### src/rtl/alu_op_sequencer_if.sv
// Command, ALU-drive and response signals of the ALU op sequencer.
// slave = sequencer side, master = producer/ALU/consumer side.
interface alu_op_sequencer_if #(
  parameter int FIFO_DEPTH = 4
) ();
  logic                          cmd_valid;
  logic                          cmd_ready;
  logic [7:0]                    cmd_a;
  logic [7:0]                    cmd_b;
  logic [2:0]                    cmd_op;

  logic                          alu_start;
  logic [7:0]                    alu_a;
  logic [7:0]                    alu_b;
  logic [2:0]                    alu_mode;
  logic [7:0]                    alu_c;

  logic                          rsp_valid;
  logic                          rsp_ready;
  logic [7:0]                    rsp_data;
  logic [2:0]                    rsp_op;
  logic                          rsp_err;

  logic [$clog2(FIFO_DEPTH):0]   fifo_count;

  modport slave (
    input  cmd_valid, cmd_a, cmd_b, cmd_op, alu_c, rsp_ready,
    output cmd_ready, alu_start, alu_a, alu_b, alu_mode,
           rsp_valid, rsp_data, rsp_op, rsp_err, fifo_count
  );

  modport master (
    output cmd_valid, cmd_a, cmd_b, cmd_op, alu_c, rsp_ready,
    input  cmd_ready, alu_start, alu_a, alu_b, alu_mode,
           rsp_valid, rsp_data, rsp_op, rsp_err, fifo_count
  );
endinterface

### src/rtl/alu_op_sequencer.sv
// Command FIFO + issue FSM feeding an 8-bit ALU and returning tagged results.
// Optional macro ALU_SEQ_DIVZERO_CHECK_EN: answer DIV/MOD by zero locally with 8'hFF and rsp_err.
module alu_op_sequencer #(
  parameter int FIFO_DEPTH  = 4,
  parameter int ALU_LATENCY = 1
) (
  input  logic                clock,
  input  logic                reset,
  alu_op_sequencer_if.slave   bus
);

  localparam logic [2:0] OP_ADD = 3'd0;
  localparam logic [2:0] OP_DIV = 3'd3;
  localparam logic [2:0] OP_MOD = 3'd4;

  localparam int PTR_W  = $clog2(FIFO_DEPTH);
  localparam int CNT_W  = PTR_W + 1;
  localparam int WCNT_W = (ALU_LATENCY > 1) ? $clog2(ALU_LATENCY) : 1;
  localparam int ENT_W  = 3 + 8 + 8;

  localparam logic [1:0] S_IDLE  = 2'd0;
  localparam logic [1:0] S_ISSUE = 2'd1;
  localparam logic [1:0] S_WAIT  = 2'd2;
  localparam logic [1:0] S_RESP  = 2'd3;

  if (FIFO_DEPTH < 2 || (FIFO_DEPTH & (FIFO_DEPTH - 1)) != 0) begin : g_bad_depth
    $error("FIFO_DEPTH must be a power of two >= 2");
  end
  if (ALU_LATENCY < 1) begin : g_bad_latency
    $error("ALU_LATENCY must be >= 1");
  end

  logic [ENT_W-1:0]  fifo_mem [FIFO_DEPTH];
  logic [PTR_W-1:0]  wr_ptr;
  logic [PTR_W-1:0]  rd_ptr;
  logic [CNT_W-1:0]  count_r;

  logic [1:0]        state;
  logic [WCNT_W-1:0] wait_cnt;

  logic [7:0]        alu_a_r;
  logic [7:0]        alu_b_r;
  logic [2:0]        alu_mode_r;
  logic              rsp_valid_r;
  logic [7:0]        rsp_data_r;
  logic [2:0]        rsp_op_r;

  logic              cmd_ready;
  logic              push;
  logic              pop;
  logic              fifo_nempty;
  logic              accept;
  logic              head_divzero;
  logic [2:0]        head_op;
  logic [7:0]        head_a;
  logic [7:0]        head_b;

  assign cmd_ready   = (count_r < CNT_W'(FIFO_DEPTH));
  assign push        = bus.cmd_valid && cmd_ready;
  assign fifo_nempty = (count_r != '0);
  assign accept      = (state == S_RESP) && rsp_valid_r && bus.rsp_ready;
  // Pop from IDLE, or straight out of RESP on the accept cycle for back-to-back issue.
  assign pop         = fifo_nempty && ((state == S_IDLE) || accept);
  assign {head_op, head_a, head_b} = fifo_mem[rd_ptr];

  // ---- command FIFO ----
  always_ff @(posedge clock) begin
    if (push) begin
      fifo_mem[wr_ptr] <= {bus.cmd_op, bus.cmd_a, bus.cmd_b};
    end
  end

  always_ff @(posedge clock) begin
    if (reset) begin
      wr_ptr  <= '0;
      rd_ptr  <= '0;
      count_r <= '0;
    end else begin
      if (push) wr_ptr <= wr_ptr + PTR_W'(1);
      if (pop)  rd_ptr <= rd_ptr + PTR_W'(1);
      case ({push, pop})
        2'b10:   count_r <= count_r + CNT_W'(1);
        2'b01:   count_r <= count_r - CNT_W'(1);
        default: count_r <= count_r;
      endcase
    end
  end

`ifdef ALU_SEQ_DIVZERO_CHECK_EN
  function automatic logic is_divzero(input logic [2:0] op, input logic [7:0] b);
    return ((op == OP_DIV) || (op == OP_MOD)) && (b == 8'h00);
  endfunction

  logic rsp_err_r;

  assign head_divzero = is_divzero(head_op, head_b);
  assign bus.rsp_err  = rsp_err_r;

  // Error flag belongs to whichever command was popped last.
  always_ff @(posedge clock) begin
    if (reset) begin
      rsp_err_r <= 1'b0;
    end else if (pop) begin
      rsp_err_r <= head_divzero;
    end
  end
`else
  assign head_divzero = 1'b0;
  assign bus.rsp_err  = 1'b0;
`endif

  // ---- issue / wait / respond FSM ----
  always_ff @(posedge clock) begin
    if (reset) begin
      state       <= S_IDLE;
      wait_cnt    <= '0;
      alu_a_r     <= 8'h00;
      alu_b_r     <= 8'h00;
      alu_mode_r  <= OP_ADD;
      rsp_valid_r <= 1'b0;
      rsp_data_r  <= 8'h00;
      rsp_op_r    <= OP_ADD;
    end else begin
      case (state)
        S_ISSUE: begin
          wait_cnt <= '0;
          state    <= S_WAIT;
        end
        S_WAIT: begin
          if (wait_cnt == WCNT_W'(ALU_LATENCY - 1)) begin
            rsp_data_r  <= bus.alu_c;
            rsp_op_r    <= alu_mode_r;
            rsp_valid_r <= 1'b1;
            state       <= S_RESP;
          end else begin
            wait_cnt <= wait_cnt + WCNT_W'(1);
          end
        end
        S_RESP: begin
          if (accept) begin
            rsp_valid_r <= 1'b0;
            state       <= S_IDLE;
          end
        end
        default: ;
      endcase

      // A pop overrides the IDLE fall-back chosen above on the accept cycle.
      if (pop) begin
        if (head_divzero) begin
          rsp_data_r  <= 8'hFF;
          rsp_op_r    <= head_op;
          rsp_valid_r <= 1'b1;
          state       <= S_RESP;
        end else begin
          alu_a_r    <= head_a;
          alu_b_r    <= head_b;
          alu_mode_r <= head_op;
          state      <= S_ISSUE;
        end
      end
    end
  end

  assign bus.cmd_ready  = cmd_ready;
  assign bus.fifo_count = count_r;
  assign bus.alu_start  = (state == S_ISSUE);
  assign bus.alu_a      = alu_a_r;
  assign bus.alu_b      = alu_b_r;
  assign bus.alu_mode   = alu_mode_r;
  assign bus.rsp_valid  = rsp_valid_r;
  assign bus.rsp_data   = rsp_data_r;
  assign bus.rsp_op     = rsp_op_r;

endmodule

### src/flat_wrapper.sv
// flat-port wrapper written by rule: the top's interface ports become plain ports
module alu_op_sequencer_flat 
#(
  parameter int FIFO_DEPTH  = 4,
  parameter int ALU_LATENCY = 1
)
  (clock, reset, bus_cmd_valid, bus_cmd_a, bus_cmd_b, bus_cmd_op, bus_alu_c, bus_rsp_ready, bus_cmd_ready, bus_alu_start, bus_alu_a, bus_alu_b, bus_alu_mode, bus_rsp_valid, bus_rsp_data, bus_rsp_op, bus_rsp_err, bus_fifo_count);
  alu_op_sequencer_if #(.FIFO_DEPTH(FIFO_DEPTH)) bus_i ();
  input  logic clock;
  input  logic reset;
  input wire logic [$bits(bus_i.cmd_valid)-1:0] bus_cmd_valid;
  input wire logic [$bits(bus_i.cmd_a)-1:0] bus_cmd_a;
  input wire logic [$bits(bus_i.cmd_b)-1:0] bus_cmd_b;
  input wire logic [$bits(bus_i.cmd_op)-1:0] bus_cmd_op;
  input wire logic [$bits(bus_i.alu_c)-1:0] bus_alu_c;
  input wire logic [$bits(bus_i.rsp_ready)-1:0] bus_rsp_ready;
  output wire logic [$bits(bus_i.cmd_ready)-1:0] bus_cmd_ready;
  output wire logic [$bits(bus_i.alu_start)-1:0] bus_alu_start;
  output wire logic [$bits(bus_i.alu_a)-1:0] bus_alu_a;
  output wire logic [$bits(bus_i.alu_b)-1:0] bus_alu_b;
  output wire logic [$bits(bus_i.alu_mode)-1:0] bus_alu_mode;
  output wire logic [$bits(bus_i.rsp_valid)-1:0] bus_rsp_valid;
  output wire logic [$bits(bus_i.rsp_data)-1:0] bus_rsp_data;
  output wire logic [$bits(bus_i.rsp_op)-1:0] bus_rsp_op;
  output wire logic [$bits(bus_i.rsp_err)-1:0] bus_rsp_err;
  output wire logic [$bits(bus_i.fifo_count)-1:0] bus_fifo_count;
  assign bus_i.cmd_valid = bus_cmd_valid;
  assign bus_i.cmd_a = bus_cmd_a;
  assign bus_i.cmd_b = bus_cmd_b;
  assign bus_i.cmd_op = bus_cmd_op;
  assign bus_i.alu_c = bus_alu_c;
  assign bus_i.rsp_ready = bus_rsp_ready;
  assign bus_cmd_ready = bus_i.cmd_ready;
  assign bus_alu_start = bus_i.alu_start;
  assign bus_alu_a = bus_i.alu_a;
  assign bus_alu_b = bus_i.alu_b;
  assign bus_alu_mode = bus_i.alu_mode;
  assign bus_rsp_valid = bus_i.rsp_valid;
  assign bus_rsp_data = bus_i.rsp_data;
  assign bus_rsp_op = bus_i.rsp_op;
  assign bus_rsp_err = bus_i.rsp_err;
  assign bus_fifo_count = bus_i.fifo_count;
  alu_op_sequencer #(.FIFO_DEPTH(FIFO_DEPTH), .ALU_LATENCY(ALU_LATENCY)) u_core (.clock(clock), .reset(reset), .bus(bus_i));
endmodule
### config.mk
export PLATFORM = sky130hd
export DESIGN_NAME = alu_op_sequencer_flat
export DESIGN_NICKNAME = d
export VERILOG_FILES = /design/src/rtl/alu_op_sequencer_if.sv /design/src/rtl/alu_op_sequencer.sv /design/src/flat_wrapper.sv
export SDC_FILE = /design/constraint.sdc
export NUM_CORES = 1
export LEC_CHECK = 0
export ABC_AREA = 1
export CAP_MARGIN = 40
export CORE_UTILIZATION = 39
export CTS_BUF_LIST = sky130_fd_sc_hd__clkbuf_16
export DETAILED_ROUTE_END_ITERATION = 8
export REMOVE_ABC_BUFFERS = 1
export SLEW_MARGIN = 20
export SYNTH_ARGS = -nofsm -noshare
export SYNTH_HDL_FRONTEND = slang
export SYNTH_SLANG_ARGS = --single-unit
### constraint.sdc
create_clock -name clock -period 5.4 [get_ports clock]
set_clock_uncertainty 0.05 [all_clocks]
set_input_delay 0.54 -clock clock [delete_from_list [all_inputs] [get_ports clock]]
set_output_delay 0.54 -clock clock [all_outputs]
set_load 0.005 [all_outputs]
* Yosys cells after proc, flatten, opt, wreduce, memory -nomap -nowiden
Memory sizes are Yosys's and may differ from the RTL's. A register that Yosys moved wholly into a read port is not among the register bits. Index checks and enable logic that the tools add are counted.
Storage, ports and cells: memory bits (writable) 76, word-level logic and storage cells 55, latch bits 0, memories 1, output and inout port bits 37, memory bits (read-only) 0, flip-flop bits (word level) 22
Memories:
- u_core.fifo_mem | words 4, width 19, rd ports 1, clocked after memory_dff 1, write ports 1, line alu_op_sequencer.sv:33 | logic [ENT_W-1:0] fifo_mem [FIFO_DEPTH];
Cells by class: muxes and demuxes 12, shift operators 0, $mul 0, bitwise gates (word level) 1, reductions and logical operators 17, order comparisons 1, equality and inequality tests 9, add/subtract/negate cells 5, divide/modulo/power cells 0
Operators with widths (number):
- $reduce_and A3 Y1 | 3
- $eq A2 B2 Y1 const B | 3
- $mux W1 | 6
- $pmux W2 S3 | 1
- $pmux W3 S2 | 1
- $reduce_bool A2 Y1 | 3
- $reduce_bool A3 Y1 | 2
- $add A2 B1 Y2 const B | 2
- $eq A2 B1 Y1 const B | 2
- $logic_and A1 B1 Y1 | 4
- $mux W2 | 2
- $pmux W1 S2 | 2
- $reduce_bool A4 Y1 | 1
- $add A3 B1 Y3 const B | 1
- $lt A3 B3 Y1 const B | 1
- $ne A3 B1 Y1 const B | 1
- $ne A3 B3 Y1 const B | 1
- $sub A3 B1 Y3 const B | 1
- $logic_not A2 Y1 | 1
- $ne A2 B1 Y1 const B | 1
- $ne A2 B2 Y1 const B | 1
- $reduce_and A2 Y1 | 1
- $reduce_or A2 Y1 | 1
- $add A1 B1 Y1 const B | 1
- other kinds (2) | 2

* Logic depth before layout (Yosys ltp)
depth after elaboration 7, mapped depth 14, gate-level depth less buffers 13

* Worst setup path after synthesis
OpenSTA, ideal clock, no wires.
path type in2reg, from input port bus_rsp_ready, to register u_core.count_r[2], in the netlist u_core.bus.fifo_count[2], slack 3.275 ns, cell stages on the path 12, required time 5.230 ns, arrival time 1.955 ns, cell sequence nand2_2 > o21ai_4 > nand2_2 > buf_6 > inv_2 > ha_1 > inv_1 > fa_1 > nand2_1 > nand3_1 > o21ai_0 > a21oi_1
On the way: word-level cells in the longest chain between the ends 5
RTL lines:
- start, declared | line flat_wrapper.sv:16 | input wire logic [$bits(bus_i.rsp_ready)-1:0] bus_rsp_ready;
- $logic_and A1 B1 Y1 (*) | line alu_op_sequencer.sv:61 | assign accept = (state == S_RESP) && rsp_valid_r && bus.rsp_ready;
- $logic_or A1 B1 Y1 (*) | line alu_op_sequencer.sv:63 | assign pop = fifo_nempty && ((state == S_IDLE) || accept);
- $logic_and A1 B1 Y1 (*) | line alu_op_sequencer.sv:63
- net u_core.pop | line alu_op_sequencer.sv:50 | logic pop;
- $eq A2 B1 Y1 or $eq A2 B2 Y1 (tied branches) | line alu_op_sequencer.sv:81 | case ({push, pop})
- $pmux W3 S2 or $reduce_bool A2 Y1 (tied branches)
- end signal, assigned | line alu_op_sequencer.sv:82 | 2'b10: count_r <= count_r + CNT_W'(1);
- end signal, assigned | line alu_op_sequencer.sv:83 | 2'b01: count_r <= count_r - CNT_W'(1);
- end signal, assigned | line alu_op_sequencer.sv:84 | default: count_r <= count_r;
- end, declared | line alu_op_sequencer.sv:36 | logic [CNT_W-1:0] count_r;
The timed path passes the listed nets; every way through them passes the cells marked *. A chain may end at the register's enable or synchronous reset.

* Final worst setup path
Ends and elaborated chain as after synthesis.

==> results_dict.tcl <==
set metrics [dict create \
    cp.required_ps 5640 \
    worstSetupEndpointType "register" \
    ff2ff_path_depth 11 \
    fill_cells 1093 \
    cts_tree "yes" \
    grt_max_degree 45 \
    ant_nets 0 \
    track_usage 0.157 \
    die_x_um 113 \
    clk_pin_slew_ps 60 \
    chipHeight_um 113 \
    grt_pass1_vias 3194 \
    grt_first_pass_wirelength_mm 15.2 \
    yosysUniqueCellTypes 20 \
    min_period_over_period 0.506 \
    cts_sinks 116 \
    multi_input_area_um2 1350 \
    max-vdd-ir-drop_uv 266 \
    num_antenna_cells 0 \
    yosys_warnings 0 \
    max_freq_mhz 366 \
    worstPathMaxFanout 39 \
    cts_buffers 17 \
    ys_async_sr_fraction 0 \
    initial_core_util 0.401 \
    clock_latency_ps 400 \
    status "completed" \
    path_class "in -> reg" \
    critPathLaunchType "input port" \
    r2r_slack_ps 2840 \
    area.sequential_um2 3080 \
    period_needed_ps 2730 \
    tightest_slew_ps 766 \
    cap_viol_max_count 0 \
    postCtsResizedCells 0 \
    hold_depth 2 \
    gp_congestion 0.727 \
    finalSetupViolations 0 \
    synth_top_cells_by_count "nand2_1 (144), nor2_1 (141), edfxtp_1 (76)" \
    dp_hpwl_mm 5.59 \
    timing_hold_violations_final 0 \
    drtPass1Iterations 4 \
    cts_hold_buf 0 \
    grt-ovfl-total 0 \
    rsz0062_at_grt "false" \
    slowest_stage "clkdlybuf4s50_1" \
    maxSlewHeadroom 0.487 \
    crit_chain "clkdlybuf4s50_1 > nand2_2 > o21ai_4 > nand2_2 > inv_2 > ha_1 > inv_1 > fa_1 > nand2_1 > nand3_1 > o21ai_0 > a21oi_1" \
    ys_seq_elements 116 \
    avgSynthCellArea_um2 8.94 \
    p_leak_nw 2.66 \
    maxSlewViolCount 0 \
    num-nets-final 647 \
    timing.hold.ws_ps 414 \
    core_area_um2 12000 \
    antenna_found_initial 0 \
    vias 3477 \
    pwr_density_cell_nw_per_um2 517 \
    portBuffers 66 \
    netlist.area_leader.share 0.474 \
    drt_iter0_markers 196 \
    rows 40 \
    syn_inst 539 \
    r2r_end "u_core.bus.fifo_count[2]" \
    drc 0 \
    drive_above_1_share 0.0754 \
    cts_root_buffer "clkbuf_16" \
    cts-htree-levels 4 \
    fin_tns_setup_ps 0 \
    hold_end "u_core.bus.rsp_op[1]" \
    post_drt_wl_per_cell_um 12.1 \
    area_delta_synth_final_pct 29.8 \
    synth_top_cell_by_area "edfxtp_1" \
    synth_top_flop_cell "edfxtp_1" \
    crit_start "bus_rsp_ready" \
    synth.most_common_cell "nand2_1" \
    post_cts.repair.setup_buffers 0 \
    boundaryPins 68 \
    clock_path_buffers 2 \
    hp-start "u_core.bus.alu_mode[1]" \
    routed_wl_mm 9.33 \
    crit_arrival_ps 2970 \
    worst_hold_path_type "reg -> reg" \
    vias_per_cell 4.52 \
    die_area_um2 12800 \
    synthesis.area_um2 4820 \
    critPathMaxStageDelay_ps 480 \
    synthTopCellsByArea "edfxtp_1 (47%), dfxtp_1 (17%), nand2_1 (11%)" \
    timing.rr.start "u_core.state[1]" \
    synth-edff-count 76 \
    yosysSeqAreaShare 0.640 \
    crit_path_frequent_cell "nand2_2" \
]
## layout by cell type (no fill, tap or decap)
cell,instances
ha_1,5
inv_2,2
clkinv_1,2
bufinv_16,4
clkdlybuf4s50_1,66
nand3_1,2
edfxtp_1,76
clkinv_2,3
conb_1,1
buf_16,1
o21ai_4,1
inv_6,1
nand2_1,144
nor2_1,137
a21oi_1,11
nand2_2,2
clkinvlp_4,4
nor2_2,4
dfxtp_2,1
buf_4,6
inv_1,74
dfxtp_1,39
clkinv_4,1
fa_1,1
o21ai_0,18
clkbuf_16,17
## how the worst max path moves through the flow
stage / to / slack [ps] / cells after the start
floorplan: u_core.bus.fifo_count[2] / 3060 / 11
global placement: u_core.bus.fifo_count[2] / 2290 / 12
detailed placement: u_core.bus.fifo_count[2] / 2250 / 12
CTS: u_core.bus.fifo_count[2] / 2670 / 12
global route: u_core.bus.fifo_count[2] / 2440 / 12
finish: u_core.bus.fifo_count[2] / 2670 / 12
## metrics by stage
step                      instance area (µm²)  instances  power (mW)  utilization  setup slack (ps)
after floorplan                          4710        518        1.74            -              3060
after global placement                   5610        737        2.07        0.467              2290
after detailed placement                 5640        738        2.10        0.469              2250
after CTS                                6250        770        3.27        0.521              2670
after global routing                     6250        770        3.44        0.521              2440
final                                    6250        770        3.23        0.521              2670
## registers in the layout (all words and copies together) (netlist names)
register,cells
u_core.fifo_mem,76
u_core.bus.alu_a,8
u_core.bus.alu_b,8
u_core.bus.rsp_data,8
u_core.bus.alu_mode,3
u_core.bus.fifo_count,3
u_core.bus.rsp_op,3
u_core.rd_ptr,2
u_core.state,2
u_core.wr_ptr,2
u_core.bus.rsp_valid,1
## logic make-up after synthesis
kind of cell	after synthesis	share of synthesized area
AOI/OAI and AO/OA	30	0.0335
and+or+nand+nor	289	0.227
buffers and inverters	97	0.0818
other	1	0.000778
DFF	116	0.640
adders and majority gates	6	0.0171
## per-layer routing
layer,part of all wire,track usage
met4,0.016,0.0772
met2,0.45,0.247
met1,0.48,0.204
met5,0,0
met3,0.049,0.0380
## cell type report
class | count | share of cell area
repair buffers | 73 | 0.117
well taps | 147 | 0.0294
multi-input cells | 326 | 0.216
inverters | 76 | 0.0456
flip-flops and latches | 116 | 0.493
clock inverters | 15 | 0.0304
clock buffers | 17 | 0.0680
## worst max-delay path: cells and delay by family
kind | cells | cell delay (ps)
buf+inv | 3 | 730
fa+ha+maj | 2 | 550
simple gates | 4 | 720
compound gates | 3 | 410
## power breakdown
group | internal [mW] | switching [mW] | leakage [nW] | total, mW
Clock | 0.766 | 0.389 | 0.294 | 1.16
Combinational | 0.370 | 0.500 | 1.34 | 0.870
Sequential | 1.12 | 0.0909 | 1.03 | 1.21
Total | 2.25 | 0.980 | 2.66 | 3.23
Note: power is estimated with default switching activity, not from simulation.
